**config.mk**
```make
export PLATFORM = sky130hd
export DESIGN_NAME = divsu_iter
export DESIGN_NICKNAME = d
export VERILOG_FILES = /design/src/rtl/divsu_iter.sv
export SDC_FILE = /design/constraint.sdc
export NUM_CORES = 1
export LEC_CHECK = 0
export CAP_MARGIN = 25
export CORE_ASPECT_RATIO = 0.6
export CORE_MARGIN = 1.5
export CORE_UTILIZATION = 60
export CTS_BUF_LIST = sky130_fd_sc_hd__clkbuf_4 sky130_fd_sc_hd__clkbuf_8
export DETAILED_ROUTE_END_ITERATION = 10
export PLACE_DENSITY_LB_ADDON = 0.05
export SYNTH_ARGS = -nofsm -noshare
export SYNTH_HDL_FRONTEND = slang
export SYNTH_SLANG_ARGS = --single-unit
export TNS_END_PERCENT = 20
```
**constraint.sdc**
```tcl
create_clock -name clock -period 7.5 [get_ports clock]
set_input_delay 1.5 -clock clock [delete_from_list [all_inputs] [get_ports clock]]
set_output_delay 1.5 -clock clock [all_outputs]
set_load 0.02 [all_outputs]
```
**src/rtl/divsu_iter.sv**
```systemverilog
// Iterative signed/unsigned divider: one non-restoring step per cycle on operand
// magnitudes, followed by a fix-up cycle for the remainder, the signs and divide-by-zero.
module divsu_iter #(
    parameter int WIDTH = 32
) (
    input  logic             clock,
    input  logic             reset,
    input  logic [WIDTH-1:0] dividend,
    input  logic [WIDTH-1:0] divisor,
    input  logic             is_signed,
    input  logic             start,
    output logic [WIDTH-1:0] q,
    output logic [WIDTH-1:0] r,
    output logic             busy,
    output logic             done,
    output logic             div_zero
);

    localparam int CW = (WIDTH > 1) ? $clog2(WIDTH) : 1;
    localparam logic [CW-1:0] LAST = CW'(WIDTH - 1);

    typedef enum logic [1:0] {S_IDLE, S_CALC, S_FIX} state_t;

    state_t           r_state, w_next;
    logic [CW-1:0]    r_cnt;
    logic [WIDTH:0]   r_pr;      // signed partial remainder
    logic [WIDTH-1:0] r_quo;     // dividend bits shift out, quotient bits shift in
    logic [WIDTH-1:0] r_dvs;
    logic [WIDTH-1:0] r_orig;
    logic             r_neg_q, r_neg_r, r_dz;
    logic [WIDTH-1:0] r_q, r_r;
    logic             r_done, r_div_zero;

    logic             w_sd, w_sv;
    logic [WIDTH-1:0] w_mag_dd, w_mag_dv;
    logic [WIDTH:0]   w_pr_sh, w_pr_nx, w_rem_fix;
    logic             w_qbit;
    logic [WIDTH-1:0] w_rem, w_q_fin, w_r_fin;

    // Unsigned negation keeps MIN as 2^(WIDTH-1), so MIN / -1 needs no special case.
    assign w_sd     = is_signed & dividend[WIDTH-1];
    assign w_sv     = is_signed & divisor[WIDTH-1];
    assign w_mag_dd = w_sd ? (~dividend + 1'b1) : dividend;
    assign w_mag_dv = w_sv ? (~divisor + 1'b1) : divisor;

    assign w_pr_sh  = {r_pr[WIDTH-1:0], r_quo[WIDTH-1]};
    assign w_pr_nx  = r_pr[WIDTH] ? (w_pr_sh + {1'b0, r_dvs}) : (w_pr_sh - {1'b0, r_dvs});
    assign w_qbit   = ~w_pr_nx[WIDTH];

    assign w_rem_fix = r_pr[WIDTH] ? (r_pr + {1'b0, r_dvs}) : r_pr;
    assign w_rem     = w_rem_fix[WIDTH-1:0];
    assign w_q_fin   = r_dz ? {WIDTH{1'b1}} : (r_neg_q ? (~r_quo + 1'b1) : r_quo);
    assign w_r_fin   = r_dz ? r_orig : (r_neg_r ? (~w_rem + 1'b1) : w_rem);

    always_ff @(posedge clock or negedge reset) begin
        if (!reset) r_state <= S_IDLE;
        else        r_state <= w_next;
    end

    always_comb begin
        w_next = r_state;
        case (r_state)
            S_IDLE:  if (start) w_next = S_CALC;
            S_CALC:  if (r_cnt == LAST) w_next = S_FIX;
            S_FIX:   w_next = S_IDLE;
            default: w_next = S_IDLE;
        endcase
    end

    always_ff @(posedge clock or negedge reset) begin
        if (!reset) begin
            r_cnt      <= '0;
            r_pr       <= '0;
            r_quo      <= '0;
            r_dvs      <= '0;
            r_orig     <= '0;
            r_neg_q    <= 1'b0;
            r_neg_r    <= 1'b0;
            r_dz       <= 1'b0;
            r_q        <= '0;
            r_r        <= '0;
            r_done     <= 1'b0;
            r_div_zero <= 1'b0;
        end else begin
            case (r_state)
                S_IDLE: begin
                    r_done <= 1'b0;
                    if (start) begin
                        r_quo      <= w_mag_dd;
                        r_dvs      <= w_mag_dv;
                        r_orig     <= dividend;
                        r_neg_q    <= w_sd ^ w_sv;
                        r_neg_r    <= w_sd;
                        r_dz       <= (divisor == '0);
                        r_pr       <= '0;
                        r_cnt      <= '0;
                        r_div_zero <= 1'b0;
                    end
                end
                S_CALC: begin
                    r_pr  <= w_pr_nx;
                    r_quo <= {r_quo[WIDTH-2:0], w_qbit};
                    r_cnt <= r_cnt + 1'b1;
                end
                S_FIX: begin
                    r_q        <= w_q_fin;
                    r_r        <= w_r_fin;
                    r_div_zero <= r_dz;
                    r_done     <= 1'b1;
                    r_cnt      <= '0;
                end
                default: r_done <= 1'b0;
            endcase
        end
    end

    assign q        = r_q;
    assign r        = r_r;
    assign busy     = (r_state != S_IDLE);
    assign done     = r_done;
    assign div_zero = r_div_zero;

endmodule

```
==> results.cfg, run 1 <==
[run_status]
status = completed

[critical_path]
path_class = flop to flop
reg2regPathDepth = 18
worstPathArrival_ps = 5550
critPathRequiredTime_ps = 7920
crit_path_max_fanout = 5
endpoint_kind = flop
cp-start-kind = flop

[routing]
wl_um = 45630
post-route-drc-count = 0
ant_nets = 0
vias_per_cell = 6.326
drtIter0Drc = 1413
dr.pass1.iters = 6
vias = 14950
wl_per_cell_um = 19.31

[place]
dp_hpwl_um = 33630
dp_cells = 2304
placed_area_um2 = 16860
place.gp.congestion = 0.9528
io_buffers = 134

[clock_tree]
clock_path_buffers = 3
htree_num_levels = 2
cts-hold-fix-buffers = 0
insertion_delay_ps = 580
cts_resized = 0
post-cts-setup-buffers = 0
cts_tree = yes
cts_made_buffers = 35
cts-root-buf = clkbuf_8
clock_sinks = 205
clk_pin_slew_worst_paths_ps = 80

[power]
sequentialPowerShare = 0.223
ir_drop_uv = 270.3
power.switching_uw = 5050
internal-power_uw = 4936
comb_power_share = 0.672
p_leak_uw = 0.007622
power_frac_clock = 0.106
swShare = 0.5057
power_density_nw_per_um2 = 568.4

[die]
start_util = 0.6088
die_area_um2 = 26540
die_w_um = 209.3
io-pin-count = 135
core_region_area_um2 = 25170
num_rows = 45
die_h_um = 126.8

[final_layout]
stdcell_area_um2 = 17570
drive_gt1_frac = 0.05752
final_nets = 2154
syn_to_final_growth_pct = 14.67
diodes = 0
stdcell_count = 2363

[timing]
tightest_slew_ps = 1038
setup_viol = 0
hold_violations = 0
maxSlewHeadroom = 0.3082
tns_ps = 0
slew_violations = 0
rsz0062_at_grt = no
fmax_mhz = 194.9
min_period_over_period = 0.6842
fin_worst_skew_ps = 24.32
period_minus_slack_ps = 5132

[synthesis]
netlist_instances = 1920
yosys_warnings = 0
synth_edf_count = 0
netlist.top_cell.by_area = dfrtp_1
synth_nets = 2060
ys_seq_elements = 205
yosysSeqAreaShare = 0.3348
synthFlopType = dfrtp_1
synth_area_per_cell_um2 = 7.980
yosysTopAreaCellShare = 0.3348
ys_types = 84
synth_area_leaders = dfrtp_1 (33%), nand2_1 (7.4%), o21ai_0 (6.2%)
syn_area_um2 = 15320
synthArstFlopShare = 1.000

[global_routing]
grt_max_degree = 102
grt_first_pass_wirelength_um = 73740
grt_pass1_vias = 14020
grt_util_all_layers = 0.3462
antenna_found_initial = 0
overflow = 0

[run]
cap_violations = 0

[min_path]
hold_class = flop to flop
holdPathStages = 2
-- per-stage QoR --
stage          setup WS [ps]  utilization  hold slack, ps  power [uW]
2_1_floorplan           1966            -           437.9        7146
3_3_place_gp            1987       0.6700           453.6        8592
3_5_place_dp            1965       0.6700           461.1        8787
4_1_cts                 2458       0.6976           475.7        9878
5_1_grt                 1922       0.6981           483.3       10870
6_report                2368       0.6981           474.7        9986
-- power by group through the flow --
stage                     Sequential, uW  Clock, uW  Combinational, uW
after detailed placement            2220          0               6570
after global placement              2200          0               6390
after global routing                2280       1120               7480
after CTS                           2200       1070               6600
after floorplan                     2080          0               5070
final                               2220       1060               6710
-- critical path, stage by stage, from the launching register on --
cell	delay (ps)
dfrtp_1	440
or3_1	400
nor4_1	560
nand2_1	210
nor2_1	200
a21oi_1	100
xor2_1	160
ha_1	350
a21o_1	190
a21o_1	190
a21o_1	190
a21oi_1	140
nor2_1	50
a211oi_1	420
o21ai_0	340
a31oi_1	250
o21bai_1	100
xnor2_1	490
a222oi_1	200
-- synthesized netlist by cell type, drive strengths merged (11+ instances only) --
cell type  instances
nand2            302
dfrtp            205
o21ai            194
a21oi            162
nor2             162
xor2             108
clkbuf            88
xnor2             74
ha                70
inv               51
nor3              46
a21o              33
nand3             32
a22oi             31
o31ai             29
or3               20
a211oi            19
nand4             18
nand2b            16
nor4              16
a31oi             15
and3              15
o211ai            13
mux2i             12
nor2b             12
o21a              12
and2              11
o22ai             11
-- kinds of logic (layout without fill, tap and decap cells) --
kind of cell	after synthesis	after routing	share of synthesized area
xor gates and xnor gates	182	182	0.1040
and+or+nand+nor	694	694	0.2077
muxes	15	15	0.01004
DFF	205	205	0.3348
buffers and inverters	150	264	0.03748
adders and majority gates	72	72	0.05977
AOI/OAI and AO/OA	602	602	0.2462
-- final timing paths --
check / start / end / slack (ps)
min reg2reg: r_orig[29] / r_orig[29] / 470
max in group asynchronous: reset / q[4] / 5120
max reg2reg: r_dvs[6] / r_quo[0] / 2370
min in group asynchronous: reset / r_pr[30] / 1010
max: r_dvs[6] / r_quo[0] / 2370
min: r_orig[29] / r_orig[29] / 470
-- registers in the layout, summed over array words and instances (netlist names), 2 cells and up --
register	flops
q	32
r	32
r_cnt	5
r_dvs	32
r_orig	32
r_pr	33
r_quo	32
r_state	2
-- cell type report --
class	instances	area, um^2
Inverter	52	195.2
Fill cell	2117	7599
Timing Repair Buffer	155	1500
Multi-Input combinational cell	1565	9635
Tap cell	329	411.6
Clock inverter	5	35.03
Clock buffer	52	659.4
Sequential cell	205	5132
-- cells in the final DEF (no fill, tap or decap), drive strengths merged, types with 18 or more instances in the layout --
master | netlist | layout
a22oi | 31 | 31
clkbuf | 88 | 53
xnor2 | 74 | 74
dfrtp | 205 | 205
a21o | 33 | 33
a21oi | 162 | 162
clkdlybuf4s50 | 0 | 133
inv | 51 | 52
nor2 | 162 | 162
xor2 | 108 | 108
nand4 | 18 | 18
nand2 | 302 | 302
a211oi | 19 | 19
or3 | 20 | 20
buf | 10 | 21
nand3 | 32 | 32
nor3 | 46 | 46
o21ai | 194 | 194
ha | 70 | 70
o31ai | 29 | 29
-- routing by layer --
layer	GRT usage	share of wire	wire (um)	up-vias
li1	-	-	-	7055
met1	0.5169	0.47	21530	7147
met3	0.06784	0.091	4162	86
met5	0	0	0	-
met4	0.09676	0.022	1011	0
met2	0.5084	0.41	18920	661
Note: power is estimated with default switching activity, not from simulation.
==> run 2: changes to the inputs <==
- clock period: 7.5 -> 4.8 ns (I/O delays scaled with it)
==> results.cfg, run 2 (synthesis gave the netlist of run 1 again) <==
[routing]
dr.pass1.iters = 5
drtIter0Drc = 1669
wl_per_cell_um = 18.98
ant_nets = 0
post-route-drc-count = 0
vias = 14970
vias_per_cell = 6.289
wl_um = 45160

[die]
num_rows = 45
core_region_area_um2 = 25170
start_util = 0.6088
die_h_um = 126.8
die_area_um2 = 26540
die_w_um = 209.3
io-pin-count = 135

[timing]
period_minus_slack_ps = 4575
fin_worst_skew_ps = 21.30
tns_ps = 0
tightest_slew_ps = 1041
min_period_over_period = 0.9532
slew_violations = 0
fmax_mhz = 218.6
hold_violations = 0
setup_viol = 0
rsz0062_at_grt = no
maxSlewHeadroom = 0.3036

[place]
dp_hpwl_um = 33070
io_buffers = 134
dp_cells = 2318
place.gp.congestion = 0.9490
placed_area_um2 = 16990

[final_layout]
final_nets = 2166
regMostFlops = r_pr
syn_to_final_growth_pct = 16.13
final_util = 0.7070
largest_register_ffs = 33
mostFrequentLayoutCells = nand2_1 (301), dfrtp_1 (203), o21ai_0 (189)
final_common_cell = nand2_1
nFillCells = 2085
stdcell_area_um2 = 17790
drive_gt1_frac = 0.06631
stdcell_count = 2380
diodes = 0

[critical_path]
path_class = flop to flop
reg2reg_slack_ps = 220
endpoint_kind = flop
reg2regPathDepth = 19
crit_path_max_fanout = 6
timing.rr.end = r_quo[0]
reg2reg_from = r_dvs[1]
critPathRequiredTime_ps = 5250
cp-start-kind = flop
worstPathArrival_ps = 5020

[clock_tree]
clock_path_buffers = 3
clock_sinks = 205
post-cts-setup-buffers = 0
cts-hold-fix-buffers = 0
clk_pin_slew_worst_paths_ps = 60
cts-root-buf = clkbuf_8
htree_num_levels = 2
cts_tree = yes
insertion_delay_ps = 570
cts_resized = 0
cts_made_buffers = 35

[power]
swShare = 0.5001
power_frac_clock = 0.115
power.switching_uw = 7995
p_leak_uw = 0.007738
sequentialPowerShare = 0.218
comb_power_share = 0.667
power_density_nw_per_um2 = 898.5
internal-power_uw = 7992
ir_drop_uv = 530.0

[global_routing]
grt_max_degree = 114
grt_first_pass_wirelength_um = 73600
overflow = 0
antenna_found_initial = 1
grt_pass1_vias = 14030
grt_util_all_layers = 0.3430

[min_path]
hold_class = flop to flop
hold_path_startpoint = r_orig[16]
min_to = r_orig[16]
holdPathStages = 2

[run_status]
status = completed

[run]
cap_violations = 0
-- run 2: changes by cell type in the layout (fill, tap and decap cells not counted), sizes merged --
| cell | change |
|---|---|
| clkbuf | +2 |
| buf | +12 |
| bufinv | +2 |
| clkinvlp | +1 |
-- run 2: area by class of cell --
cell class | count | area, um^2 | area share
Timing Repair Buffer | 167 | 1605 | 0.09022
Multi-Input combinational cell | 1565 | 9651 | 0.5424
Sequential cell | 205 | 5132 | 0.2884
Clock inverter | 8 | 98.84 | 0.005555
Inverter | 52 | 195.2 | 0.01097
Tap cell | 329 | 411.6 | 0.02313
Clock buffer | 54 | 699.4 | 0.03931
-- run 2: per-stage QoR --
step	hold slack [ps]	total power [uW]	setup WS [ps]
after CTS	478.5	15800	306.8
final	478.1	15990	224.5
after floorplan	437.9	11200	18.17
after global placement	455.7	13600	124.8
after detailed placement	463.0	13880	-30.55
after global routing	502.6	17380	25.16
-- run 2: power groups by stage --
stage          registers (uW)  clock network (uW)  logic (uW)
2_1_floorplan            3240                   0        7950
3_3_place_gp             3460                   0       10100
3_5_place_dp             3480                   0       10400
4_1_cts                  3460                1860       10500
5_1_grt                  3580                1930       11900
6_report                 3490                1830       10700
-- run 2: critical path: stages, from the launching register on --
cell and delay, ps:
dfrtp_1 450, inv_1 110, ha_1 200, nand2_1 90, nor3_1 230, a21oi_1 120
xor2_1 160, ha_1 400, nand3_1 120, a2111oi_1 540, o21ai_0 280, o211ai_1 360
a211oi_1 150, buf_4 180, o21ai_1 230, a31oi_1 130, o21bai_1 160, xnor2_1 90
buf_4 170, a222oi_1 290
-- run 2: per-layer routing --
| layer | global-route usage | wire length, um | vias to the layer above | share of wire |
|---|---|---|---|---|
| li1 | - | - | 7081 | - |
| met1 | 0.5224 | 21920 | 7215 | 0.49 |
| met2 | 0.4931 | 18730 | 586 | 0.41 |
| met3 | 0.06313 | 3542 | 85 | 0.078 |
| met4 | 0.09719 | 969 | 0 | 0.021 |
| met5 | 0 | 0 | - | 0 |
-- run 2: how the worst max path moves through the flow --
stage	start	to	slack (ps)
after floorplan	r_pr[32]	r_pr[25]	20
after global placement	divisor[5]	r_dvs[30]	120
after detailed placement	divisor[5]	r_dvs[30]	-30
after CTS	r_dvs[5]	r_pr[31]	310
after global routing	r_dvs[1]	r_quo[0]	30
final	r_dvs[1]	r_quo[0]	220
==> run 3: changes to the inputs <==
- SKIP_LAST_GASP: not set -> 1
==> results.cfg, run 3 (synthesis gave the netlist of run 1 again) <==
[timing]
min_period_over_period = 0.9688
rsz0062_at_grt = yes
period_minus_slack_ps = 4650
fin_worst_skew_ps = 20.69
maxSlewHeadroom = 0.3042
slew_violations = 0
setup_viol = 0
tns_ps = 0
finalWorstSetupSlack_ps = 149.9
tightest_slew_ps = 1040
hold_violations = 0
fmax_mhz = 215.0

[critical_path]
critPathRequiredTime_ps = 5220
crit_family = compound AO/OA/AOI/OAI gates
reg2regPathDepth = 17
cp_num_cells = 17
reg2reg_slack_ps = 150
worstPathArrival_ps = 5070
endpoint_kind = flop
crit_slowest_cell = o311ai_0
cp-start-kind = flop
path_cells = or3_1 -> nor4_1 -> buf_4 -> and3b_1 -> nor2_1 -> xnor2_1 -> ha_1 -> a21o_1 -> nor3_1 -> a211oi_1 -> o21a_1 -> o311ai_0 -> buf_4 -> a31oi_1 -> a31oi_1 -> xnor2_1 -> o21ai_0
cp_slowest_stage_delay_ps = 560
crit_path_max_fanout = 6
path_class = flop to flop
path_buf_inv = 2

[min_path]
hold_class = flop to flop
holdPathStages = 2

[die]
die_w_um = 209.3
die_area_um2 = 26540
io-pin-count = 135
num_rows = 45
core_region_area_um2 = 25170
start_util = 0.6088
die_h_um = 126.8

[global_routing]
grt_first_pass_wirelength_um = 73600
overflow = 0
antenna_found_initial = 1
grt_max_degree = 114
grt_pass1_vias = 14030
grt_util_all_layers = 0.3430

[place]
io_buffers = 134
dp_hpwl_um = 33070
place.gp.congestion = 0.9490
dp_cells = 2318
dpl_worst_slack_ps = -30.55

[clock_tree]
cts_made_buffers = 35
clock_sinks = 205
post-cts-setup-buffers = 0
clock_path_buffers = 3
htree_num_levels = 2
cts-root-buf = clkbuf_8
clk_pin_slew_worst_paths_ps = 60
insertion_delay_ps = 570
cts_tree = yes
cts-hold-fix-buffers = 0

[power]
ir_drop_uv = 529.8
p_leak_uw = 0.007737
power_density_nw_per_um2 = 898.8

[run_status]
status = completed

[final_layout]
drive_gt1_frac = 0.06631
syn_to_final_growth_pct = 16.13
final_common_cell = nand2_1
stdcell_count = 2380
mostFrequentLayoutCells = nand2_1 (301), dfrtp_1 (203), o21ai_0 (189)
diodes = 0
nFillCells = 2085
largest_register_ffs = 33
regMostFlops = r_pr
final_nets = 2166

[routing]
ant_nets = 0
dr.pass1.iters = 6
vias = 15000
post-route-drc-count = 0
wl_per_cell_um = 19.00
vias_per_cell = 6.301
wl_um = 45210
drtIter0Drc = 1664

[run]
cap_violations = 0
[run 3: cell count changes in the layout (fill, tap and decap cells not counted)]
cell	before	now
o311ai_0	0	1
o311ai_1	1	0
[run 3: tightest hold or removal path, stage by stage, from the launching register on]
cell	delay, ps
dfrtp_1	340
nand2_1	50
nand2_1	50
[run 3: worst paths after layout]
check,end,from
worst max-delay path,r_pr[31],r_dvs[5]
worst min-delay path,r_orig[16],r_orig[16]
worst max register to register,r_pr[31],r_dvs[5]
worst min register to register,r_orig[16],r_orig[16]
max in group asynchronous,r_orig[12],reset
min in group asynchronous,r_dvs[27],reset
[run 3: power breakdown]
part           internal, uW  switching, uW  leakage [uW]
Clock                  1040            791      0.000415
Combinational          4450           6220       0.00470
Sequential             2510            987       0.00262
[run 3: layer usage]
metal  vias up  wire length [um]  global-route usage
met2       602             18770              0.4931
met5         -                 0                   0
met1      7225             21910              0.5224
met4         0               971             0.09719
met3        87              3568             0.06313
li1       7083                 -                   -
[run 3: final cells by class]
class	instances	area, um^2	share of cell area
Sequential cell	205	5132	0.2884
Clock inverter	8	98.84	0.005555
Timing Repair Buffer	167	1605	0.09022
Multi-Input combinational cell	1565	9651	0.5424
Inverter	52	195.2	0.01097
Tap cell	329	411.6	0.02313
Clock buffer	54	699.4	0.03931
[run 3: what timing repair did]
action                                  4_1_cts  5_1_grt
endpoints found under the hold margin         0        0
gates resized for setup                       0        2
endpoints found under the setup margin        0        3
[run 3: metrics by stage]
step | utilization | hold WS (ps) | instance area, um^2 | power [uW]
after global placement | 0.6750 | 455.7 | 16990 | 13600
after global routing | 0.7070 | 502.6 | 17790 | 17380
final | 0.7070 | 475.4 | 17790 | 15990
after CTS | 0.7067 | 478.5 | 17790 | 15800
after detailed placement | 0.6750 | 463.0 | 16990 | 13880
after floorplan | - | 437.9 | 15340 | 11200
